===== src/rtl/ly_2257_7_key.sv =====
// ---------------------------------------------------------------------------
// ly_2257_7_key -- 14-button note keypad debouncer.
//
// Raw active-low buttons are inverted and synchronized. A slow sample tick
// drives a four-state debounce FSM. The FSM publishes a one-hot note on Key
// (lowest index wins), its binary code (index+1), and a one-cycle strobe each
// time a new note is accepted.
//
// Parameters
//   TICK_DIV      clk_in cycles per sample tick (2 .. 2^20)
//   STABLE_TICKS  consecutive equal samples needed to accept a change (2..255)
//
// Ports
//   clk_in      in   1  sole clock, rising edge
//   rst_n       in   1  asynchronous active-low reset, deassertion synchronized
//   key_raw     in  14  raw buttons, 0 = pressed, bit i = note i
//   Key         out 14  debounced one-hot note, zero = none
//   key_code    out  4  index+1 of the asserted Key bit, 0 when Key is zero
//   key_strobe  out  1  one-cycle pulse when a new note is accepted
//   key_busy    out  1  high while a press or release is being qualified
//
// Build option
//   KEY_LATCH_EN  when defined, Key/key_code keep the last note after all
//                 buttons are released; otherwise they clear on release.
// ---------------------------------------------------------------------------
module ly_2257_7_key #(
  parameter int TICK_DIV     = 50000,
  parameter int STABLE_TICKS = 20
) (
  input  logic        clk_in,
  input  logic        rst_n,
  input  logic [13:0] key_raw,
  output logic [13:0] Key,
  output logic [3:0]  key_code,
  output logic        key_strobe,
  output logic        key_busy
);

  localparam int               DIV_W    = (TICK_DIV > 1) ? $clog2(TICK_DIV) : 1;
  localparam logic [DIV_W-1:0] DIV_LAST = DIV_W'(TICK_DIV - 1);
  localparam logic [7:0]       STABLE   = 8'(STABLE_TICKS);

  typedef enum logic [1:0] {
    IDLE,
    CHECK_PRESS,
    HELD,
    CHECK_RELEASE
  } state_t;

  logic             rst_meta;
  logic             rst_sync_n;
  logic [13:0]      sync_meta;
  logic [13:0]      sync;
  logic [DIV_W-1:0] div_cnt;
  logic             tick;

  state_t      state, state_nxt;
  logic [13:0] cand, cand_nxt;
  logic [13:0] shadow, shadow_nxt;
  logic [7:0]  cnt, cnt_nxt, cnt_inc;
  logic [13:0] key_nxt;
  logic [3:0]  code_nxt;
  logic        strobe_nxt;
  logic [3:0]  cand_code;
  logic [3:0]  shadow_code;

  // Lowest set bit wins; result is index+1, or 0 for an empty vector.
  function automatic logic [3:0] lowest_code(input logic [13:0] v);
    logic [3:0] c;
    c = 4'd0;
    for (int i = 13; i >= 0; i--) begin
      if (v[i]) c = 4'(i + 1);
    end
    return c;
  endfunction

  function automatic logic [13:0] code_to_onehot(input logic [3:0] c);
    logic [13:0] k;
    k = '0;
    for (int i = 0; i < 14; i++) begin
      k[i] = (c == 4'(i + 1));
    end
    return k;
  endfunction

  // Reset asserts asynchronously but is released only on a clock edge, so
  // the rest of the block never leaves reset in the middle of a cycle.
  always_ff @(posedge clk_in or negedge rst_n) begin
    if (!rst_n) begin
      rst_meta   <= 1'b0;
      rst_sync_n <= 1'b0;
    end else begin
      rst_meta   <= 1'b1;
      rst_sync_n <= rst_meta;
    end
  end

  // Buttons are inverted so that 1 means pressed from here on.
  always_ff @(posedge clk_in or negedge rst_sync_n) begin
    if (!rst_sync_n) begin
      sync_meta <= '0;
      sync      <= '0;
    end else begin
      sync_meta <= ~key_raw;
      sync      <= sync_meta;
    end
  end

  always_ff @(posedge clk_in or negedge rst_sync_n) begin
    if (!rst_sync_n) begin
      div_cnt <= '0;
    end else if (tick) begin
      div_cnt <= '0;
    end else begin
      div_cnt <= div_cnt + DIV_W'(1);
    end
  end

  assign tick        = (div_cnt == DIV_LAST);
  assign cand_code   = lowest_code(cand);
  assign shadow_code = lowest_code(shadow);
  assign key_busy    = (state == CHECK_PRESS) || (state == CHECK_RELEASE);

  always_ff @(posedge clk_in or negedge rst_sync_n) begin
    if (!rst_sync_n) begin
      state      <= IDLE;
      cand       <= '0;
      shadow     <= '0;
      cnt        <= '0;
      Key        <= '0;
      key_code   <= '0;
      key_strobe <= 1'b0;
    end else begin
      state      <= state_nxt;
      cand       <= cand_nxt;
      shadow     <= shadow_nxt;
      cnt        <= cnt_nxt;
      Key        <= key_nxt;
      key_code   <= code_nxt;
      key_strobe <= strobe_nxt;
    end
  end

  always_comb begin
    state_nxt  = state;
    cand_nxt   = cand;
    shadow_nxt = shadow;
    cnt_nxt    = cnt;
    key_nxt    = Key;
    code_nxt   = key_code;
    strobe_nxt = 1'b0;
    // Saturating increment: the sample count never wraps past STABLE.
    cnt_inc    = (cnt >= STABLE) ? STABLE : cnt + 8'd1;

    if (tick) begin
      case (state)
        IDLE: begin
          if (sync != '0) begin
            cand_nxt  = sync;
            cnt_nxt   = 8'd1;
            state_nxt = CHECK_PRESS;
          end
        end

        CHECK_PRESS: begin
          if (sync == '0) begin
            cnt_nxt   = 8'd0;
            state_nxt = IDLE;
`ifndef KEY_LATCH_EN
            key_nxt   = '0;
            code_nxt  = 4'd0;
`endif
          end else if (sync != cand) begin
            cand_nxt = sync;
            cnt_nxt  = 8'd1;
          end else begin
            cnt_nxt = cnt_inc;
            if (cnt_inc == STABLE) begin
              state_nxt  = HELD;
              code_nxt   = cand_code;
              key_nxt    = code_to_onehot(cand_code);
              strobe_nxt = 1'b1;
            end
          end
        end

        HELD: begin
          if (sync != cand) begin
            shadow_nxt = sync;
            cnt_nxt    = 8'd1;
            state_nxt  = CHECK_RELEASE;
          end
        end

        CHECK_RELEASE: begin
          if (sync == cand) begin
            // Input fell back to the accepted value: treat it as a glitch.
            cnt_nxt   = STABLE;
            state_nxt = HELD;
          end else if (sync != shadow) begin
            shadow_nxt = sync;
            cnt_nxt    = 8'd1;
          end else begin
            cnt_nxt = cnt_inc;
            if (cnt_inc == STABLE) begin
              if (shadow == '0) begin
                cand_nxt  = '0;
                cnt_nxt   = 8'd0;
                state_nxt = IDLE;
`ifndef KEY_LATCH_EN
                key_nxt   = '0;
                code_nxt  = 4'd0;
`endif
              end else begin
                // Key already shows cand's note, so only a change of the
                // winning index is announced.
                cand_nxt   = shadow;
                state_nxt  = HELD;
                code_nxt   = shadow_code;
                key_nxt    = code_to_onehot(shadow_code);
                strobe_nxt = (shadow_code != key_code);
              end
            end
          end
        end

        default: state_nxt = IDLE;
      endcase
    end
  end

endmodule


===== config.mk =====
export PLATFORM = sky130hd
export DESIGN_NAME = ly_2257_7_key
export DESIGN_NICKNAME = d
export VERILOG_FILES = /design/src/rtl/ly_2257_7_key.sv
export SDC_FILE = /design/constraint.sdc
export NUM_CORES = 1
export LEC_CHECK = 0
export ABC_AREA = 1
export BUFFER_PORTS_ARGS = -buffer_cell sky130_fd_sc_hd__buf_2
export CAP_MARGIN = 5
export CORE_MARGIN = 10
export CORE_UTILIZATION = 65
export CTS_CLUSTER_SIZE = 40
export DETAILED_ROUTE_END_ITERATION = 10
export PLACE_DENSITY = 0.85
export SLEW_MARGIN = 20
export SYNTH_ARGS = -nofsm -noshare
export SYNTH_HDL_FRONTEND = slang
export SYNTH_SLANG_ARGS = --single-unit

===== constraint.sdc =====
create_clock -name clk_in -period 5.6 [get_ports clk_in]
set_clock_uncertainty 0.05 [all_clocks]
set_input_delay 0.56 -clock clk_in [delete_from_list [all_inputs] [get_ports clk_in]]
set_output_delay 0.56 -clock clk_in [all_outputs]
set_load 0.02 [all_outputs]

==> impl_metrics.json, run 1 <==
{
  "syn2layout_area_growth_pct": 8.413,
  "outcome": "finished, final reports clean",
  "syn_area_per_cell_sq_um": 7.466,
  "final_util_pct": 72.21,
  "ys_ff_latch": 103,
  "cts_sinks": 103,
  "drv_slew": 0,
  "drive_gt1_share_pct": 11.98,
  "cts_tree": "yes",
  "ys_seq_area_share_pct": 47.10,
  "slowest_stage": "dfrtp_1",
  "min_period_ns": 2.525,
  "regArea_sq_mm": 0.002581,
  "portBuffers": 35,
  "cts_buffers": 9,
  "tns_ns": 0,
  "synth_nets": 752,
  "multiInputGateArea_sq_mm": 0.002394,
  "cpPeakStageDelay_ns": 0.42,
  "cp_max_fo": 13,
  "fin_area_sq_mm": 0.005933,
  "synth_edf_count": 0,
  "antenna_found_initial": 0,
  "yosysWarnings": 0,
  "drc": 0,
  "async_flop_share_pct": 100.0,
  "path_clk_slew_ns": 0.11,
  "grt_pass1_vias": 4729,
  "vdd_drop_max_uv": 150.2,
  "clockPowerShare_pct": 36.4,
  "via_per_inst": 5.493,
  "clockBufferDepth": 2,
  "yosysUniqueCellTypes": 45,
  "crit_type": "flop to flop",
  "maxCapViolations": 0,
  "dp_hpwl_microns": 9200,
  "final_antenna_net_count": 0,
  "n_fill_cell": 646,
  "die_width_microns": 111.8,
  "setup_viol": 0,
  "hold_class": "input pin to flop",
  "ios": 36,
  "cts_root_buffer": "clkbuf_8",
  "htree_levels": 3,
  "path_buf_inv": 3,
  "postCtsResizedCells": 0,
  "grt_pass1_wl_microns": 21940,
  "fp.dieH_microns": 111.8,
  "vias": 4839,
  "swShare_pct": 24.97,
  "grt_use_total_pct": 20.55,
  "cp.arrival_ns": 2.78,
  "nets": 790,
  "pwr-share-comb_pct": 2.9,
  "end_kind": "flop",
  "path_cells": "inv_1 -> nand4_1 -> nor3_1 -> nand2_1 -> nand2_1 -> inv_2 -> nand2_1 -> nand2_1 -> nor2_2 -> nand4_2 -> inv_2 -> nand2_1 -> o21ai_0",
  "hold_slack_ns": 0.2470,
  "finalHoldViolCount": 0,
  "start_util_pct": 66.61,
  "wl_per_cell_microns": 14.26,
  "dpl_cell_area_sq_mm": 0.005734,
  "tightest_slew_ns": 0.9181,
  "required_ns": 5.85,
  "cp_common_cell": "nand2_1",
  "crit_family": "simple AND/OR/NAND/NOR gates",
  "netlist_area_sq_mm": 0.005473,
  "core_sq_mm": 0.008217,
  "pwr-share-seq_pct": 60.7,
  "rsz0062_at_grt": "no",
  "fin_cells": 881,
  "postCtsSetupRepairBufs": 0,
  "row_count": 33,
  "die_area_sq_mm": 0.01249,
  "place_congestion": 0.9323,
  "totalWireLength_microns": 12560,
  "overflow": 0,
  "switchingPower_uw": 315.8,
  "timing.fmax_mhz": 396.0,
  "synthFlopType": "dfrtp_1",
  "drt_iter0_drc": 439,
  "internal_power_uw": 949.1,
  "grt_max_degree": 59,
  "slew_headroom_pct": 38.46,
  "clock_latency_ns": 0.38,
  "p_leak_uw": 0.003188,
  "p_per_area_mw_per_mm2": 213.2,
  "synthCells": 733,
  "antenna_cells": 0,
  "dp.cells": 864,
  "post-route-period-util_pct": 45.09,
  "drt_pass1_iterations": 5,
  "start_kind": "flop"
}
[through the flow]
stage               worst slack [ns]  total power, uW
floorplan                      2.468            802.4
global placement               3.198            817.4
detailed placement             3.103            818.9
CTS                            3.085             1269
global route                   2.726             1305
finish                         3.075             1265
[synthesized netlist by cell type (2+ instances only)]
master    number  area, sq um
a21oi_1       13        65.06
a31oi_1        2        12.51
and3_1         2        12.51
buf_2          3        15.01
buf_6          2        22.52
clkbuf_1       5        18.77
clkinv_1       2        7.510
dfrtp_1      103         2577
ha_1           3        37.54
inv_1        100        375.4
inv_2         13        48.80
nand2_1      242        908.4
nand2_2        5        31.28
nand3_1       52        260.3
nand4_1       20        125.1
nand4_2        2        25.02
nor2_1        53        198.9
nor2_2         5        31.28
nor3_1        16        80.08
nor3_2         4        40.04
nor4_1         2        12.51
o21a_1         4        30.03
o21ai_0       37        185.2
o21ai_1       10        50.05
o21ai_2        2        17.52
xnor2_1        5        43.79
xor2_1         8        70.07
[area by class of cell]
type	count	area share [%]
repair buffers	38	3.374
multi-input cells	503	40.34
well taps	105	2.214
inverters	116	7.381
clock buffers	10	2.320
flip-flops and latches	103	43.50
clock inverters	6	0.8646
[metal layers]
metal / track usage [%] / up-vias / share of wire (%)
met1: 26.08 / 2274 / 45
met2: 34.46 / 161 / 47
met3: 3.489 / 23 / 5.9
li1: - / 2381 / -
met4: 7.284 / 0 / 1.9
met5: 0 / - / 0
[placed cells by master, fill, tap and decap left out, drive strengths merged]
| cell type | synthesis | final |
|---|---|---|
| inv | 114 | 118 |
| nor4 | 3 | 3 |
| and3b | 1 | 1 |
| nand3 | 52 | 52 |
| o22ai | 1 | 1 |
| xnor2 | 5 | 5 |
| and3 | 3 | 3 |
| conb | 1 | 1 |
| o21bai | 1 | 1 |
| clkbuf | 5 | 10 |
| dlygate4sd3 | 0 | 1 |
| clkinv | 2 | 4 |
| nor3 | 20 | 20 |
| o21ai | 49 | 49 |
| dfrtp | 103 | 103 |
| nand4 | 23 | 23 |
| ha | 3 | 3 |
| or2 | 1 | 1 |
| a21oi | 15 | 15 |
| a21o | 1 | 1 |
| o21a | 4 | 4 |
| a21boi | 1 | 1 |
| nor2 | 59 | 59 |
| buf | 6 | 37 |
| a31oi | 2 | 2 |
| a311oi | 1 | 1 |
| xor2 | 8 | 8 |
| nand2 | 248 | 248 |
| nand3b | 1 | 1 |
[sequential cells by signal (all words and copies together), names as in the netlist, 2 cells and up]
name	flops
sync_meta	14
div_cnt	16
sync	14
state	2
cand	14
Key	14
cnt	8
shadow	14
key_code	4
[power by group through the flow]
| stage | sequential, uW | combinational (uW) | clock [uW] |
|---|---|---|---|
| after global routing | 771 | 42.7 | 492 |
| final | 768 | 36.5 | 461 |
| after CTS | 768 | 37.0 | 463 |
| after detailed placement | 783 | 36.1 | 0 |
| after floorplan | 785 | 17.7 | 0 |
| after global placement | 782 | 35.5 | 0 |
[final timing paths]
kind	start	end	slack, ns	cells past startpoint
min in group asynchronous	rst_sync_n	sync[5]	0.28	0
hold / removal	key_raw[9]	sync_meta[9]	0.25	2
max in group asynchronous	rst_sync_n	cand[12]	4.10	1
setup / recovery	sync[4]	key_code[0]	3.07	13
hold reg to reg	rst_sync_n	sync[5]	0.28	0
setup reg to reg	sync[4]	key_code[0]	3.07	13
[cells by family (layout without fill, tap and decap cells)]
logic type                 count (synthesis)  after routing  synth area share, %
other                                      1              1              0.06852
DFF                                      103            103                47.10
AOI/OAI and AO/OA                         75             75                7.728
adders and majority gates                  3              3               0.6859
buffers and inverters                    127            170                9.168
and+or+nand+nor                          411            411                33.17
xor gates and xnor gates                  13             13                2.080
[worst register-to-register path, cell delays in order (launching register included)]
cell	delay, ns
dfrtp_1	0.42
inv_1	0.12
nand4_1	0.12
nor3_1	0.21
nand2_1	0.18
nand2_1	0.14
inv_2	0.07
nand2_1	0.13
nand2_1	0.10
nor2_2	0.12
nand4_2	0.34
inv_2	0.29
nand2_1	0.07
o21ai_0	0.08
[timing repair]
item,CTS,global route
endpoints found under the setup margin,0,0
hold buffers,1,0
hold endpoints to repair,2,0
(Power assumes the default switching activity.)
==> inputs of run 2 (changes only) <==
- CORE_UTILIZATION: 65 -> 61
- PLACE_DENSITY: 0.85 -> 0.8
- clock period: 5.6 -> 2.33 ns (I/O delays scaled with it)
==> run 2 against run 1 <==
Fmax grew 10%. Clock power grew to 2.6 times the previous value. Combinational power grew to 3.3 times the previous value. Die area grew 5.4%. Global-route usage up 0.34 points. Setup slack worse by 3.0 ns. Routed wire length increased by 9.1%.
==> impl_metrics.json, run 2 (synthesized netlist as in run 1, its figures left out) <==
{
  "outcome": "finished, final reports clean",
  "dp.cells": 876,
  "grt_pass1_wl_microns": 22510,
  "end_kind": "flop",
  "cts_sinks": 103,
  "regMostFlops": "div_cnt",
  "totalWireLength_microns": 13700,
  "regArea_sq_mm": 0.002584,
  "fp.dieH_microns": 114.7,
  "cts_buffers": 9,
  "internal_power_uw": 2380,
  "cpPeakStageDelay_ns": 0.44,
  "syn2layout_area_growth_pct": 16.23,
  "core_sq_mm": 0.008721,
  "r2r_start": "sync[2]",
  "nets": 826,
  "slowest_stage": "dfrtp_1",
  "grt_max_degree": 46,
  "finalHoldViolCount": 0,
  "portBuffers": 35,
  "path_cells": "buf_4 -> xor2_1 -> a21oi_1 -> nand2_1 -> nor3_2 -> nand2_2 -> a21boi_0 -> nor3_4 -> nand2_4 -> nand2_1 -> o21ai_1",
  "regToRegEndpoint": "cand[1]",
  "min_period_ns": 2.288,
  "largest_register_ffs": 16,
  "drt_iter0_drc": 384,
  "fin_cells": 919,
  "ios": 36,
  "multiInputGateArea_sq_mm": 0.002486,
  "die_width_microns": 114.7,
  "overflow": 0,
  "p_per_area_mw_per_mm2": 494.0,
  "n_fill_cell": 682,
  "clockBufferDepth": 2,
  "required_ns": 2.57,
  "row_count": 34,
  "start_kind": "flop",
  "pwr-share-seq_pct": 58.7,
  "antenna_cells": 0,
  "place_congestion": 0.9106,
  "vias": 5061,
  "tns_ns": 0,
  "drive_gt1_share_pct": 15.54,
  "hold_class": "input pin to async pin",
  "maxCapViolations": 0,
  "via_per_inst": 5.507,
  "cp.arrival_ns": 2.53,
  "swShare_pct": 24.26,
  "cp_max_fo": 17,
  "drv_slew": 0,
  "drc": 0,
  "cp_common_cell": "nand2_1",
  "cts_tree": "yes",
  "final_antenna_net_count": 0,
  "final_common_cell": "nand2_1",
  "vdd_drop_max_uv": 429.4,
  "grt_use_total_pct": 20.89,
  "p_leak_uw": 0.003373,
  "setup_viol": 0,
  "clock_latency_ns": 0.37,
  "post-route-period-util_pct": 98.21,
  "start_util_pct": 62.75,
  "layout_common_cells": "nand2_1 (239), dfrtp_1 (100), inv_1 (99)",
  "pwr-share-comb_pct": 3.9,
  "path_clk_slew_ns": 0.11,
  "clockPowerShare_pct": 37.4,
  "reg2reg_slack_ns": 0.04,
  "crit_type": "flop to flop",
  "switchingPower_uw": 762.4,
  "htree_levels": 3,
  "drt_pass1_iterations": 5,
  "r2r_cells": 11,
  "timing.fmax_mhz": 437.0,
  "grt_pass1_vias": 4750,
  "rsz0062_at_grt": "yes",
  "antenna_found_initial": 0,
  "cts_root_buffer": "clkbuf_8",
  "dp_hpwl_microns": 9901,
  "die_area_sq_mm": 0.01316,
  "wl_per_cell_microns": 14.91
}
## run 2: changes by cell type in the layout (fill, tap and decap cells not counted), moves of 2 or more
cell	delta
nand2_1	-3
o21ai_1	+2
buf_4	+19
o21ai_0	-2
inv_6	-2
dfrtp_1	-2
dlygate4sd3_1	+14
dfrtp_2	+2
nand4_4	+2
nor2_1	-2
nor3_1	-2
nor2_4	+2
nand2_2	+2
## run 2: area by class of cell
| cell class | instances | area share (%) |
|---|---|---|
| clock buffer | 9 | 1.947 |
| clock inverter | 6 | 1.259 |
| inverter | 116 | 6.884 |
| multi-input combinational | 504 | 39.08 |
| sequential | 103 | 40.62 |
| tap | 108 | 2.124 |
| timing repair buffer | 73 | 8.084 |
## run 2: routing by layer
layer  wire length [microns]  GRT usage (%)
met4                     265          7.178
met5                       0              0
met2                    6421          32.69
met1                    6144          28.19
met3                     873          4.455
## run 2: power by group through the flow
stage	logic [uW]	clock network (uW)	registers, uW
6_report	122	1180	1850
3_3_place_gp	90.9	0	1880
5_1_grt	138	1260	1850
2_1_floorplan	42.6	0	1890
4_1_cts	114	1200	1850
3_5_place_dp	93.7	0	1880
## run 2: how the worst max path moves through the flow
stage	startpoint	to	slack, ns	cells after the start
2_1_floorplan	cnt[0]	Key[12]	0.48	12
3_3_place_gp	sync[4]	Key[3]	0.02	13
3_5_place_dp	sync[5]	Key[7]	0.03	13
4_1_cts	sync[11]	Key[4]	0.05	12
5_1_grt	sync[2]	cand[1]	-0.05	11
6_report	sync[2]	cand[1]	0.04	11
## run 2: repair_timing
item | CTS | global route
setup endpoints to repair | 9 | 46
hold buffers | 15 | 0
resized for setup | 1 | 21
cloned | 0 | 1
buffers inserted | 0 | 12
pin swaps | 0 | 8
hold endpoints to repair | 16 | 0
## run 2: critical path: cells and delay by family (launching register included)
family	cells	cell delay [ns]
flip-flops	1	0.44
AO/OA/AOI/OAI	3	0.60
XOR/XNOR	1	0.15
AND/OR/NAND/NOR	6	0.81
buffers and inverters	1	0.16
## run 2: stage by stage
stage	hold WS [ns]	setup WS [ns]	cell area [sq um]	power (uW)	utilization, %
finish	0.1106	0.04166	6361	3142	72.94
global route	0.1137	-0.05396	6361	3246	72.94
CTS	0.09569	0.04567	6177	3159	70.83
detailed placement	-0.02745	0.03166	5818	1974	66.71
global placement	-0.03312	0.01584	5818	1970	66.71
floorplan	-0.1126	0.4831	5474	1929	-
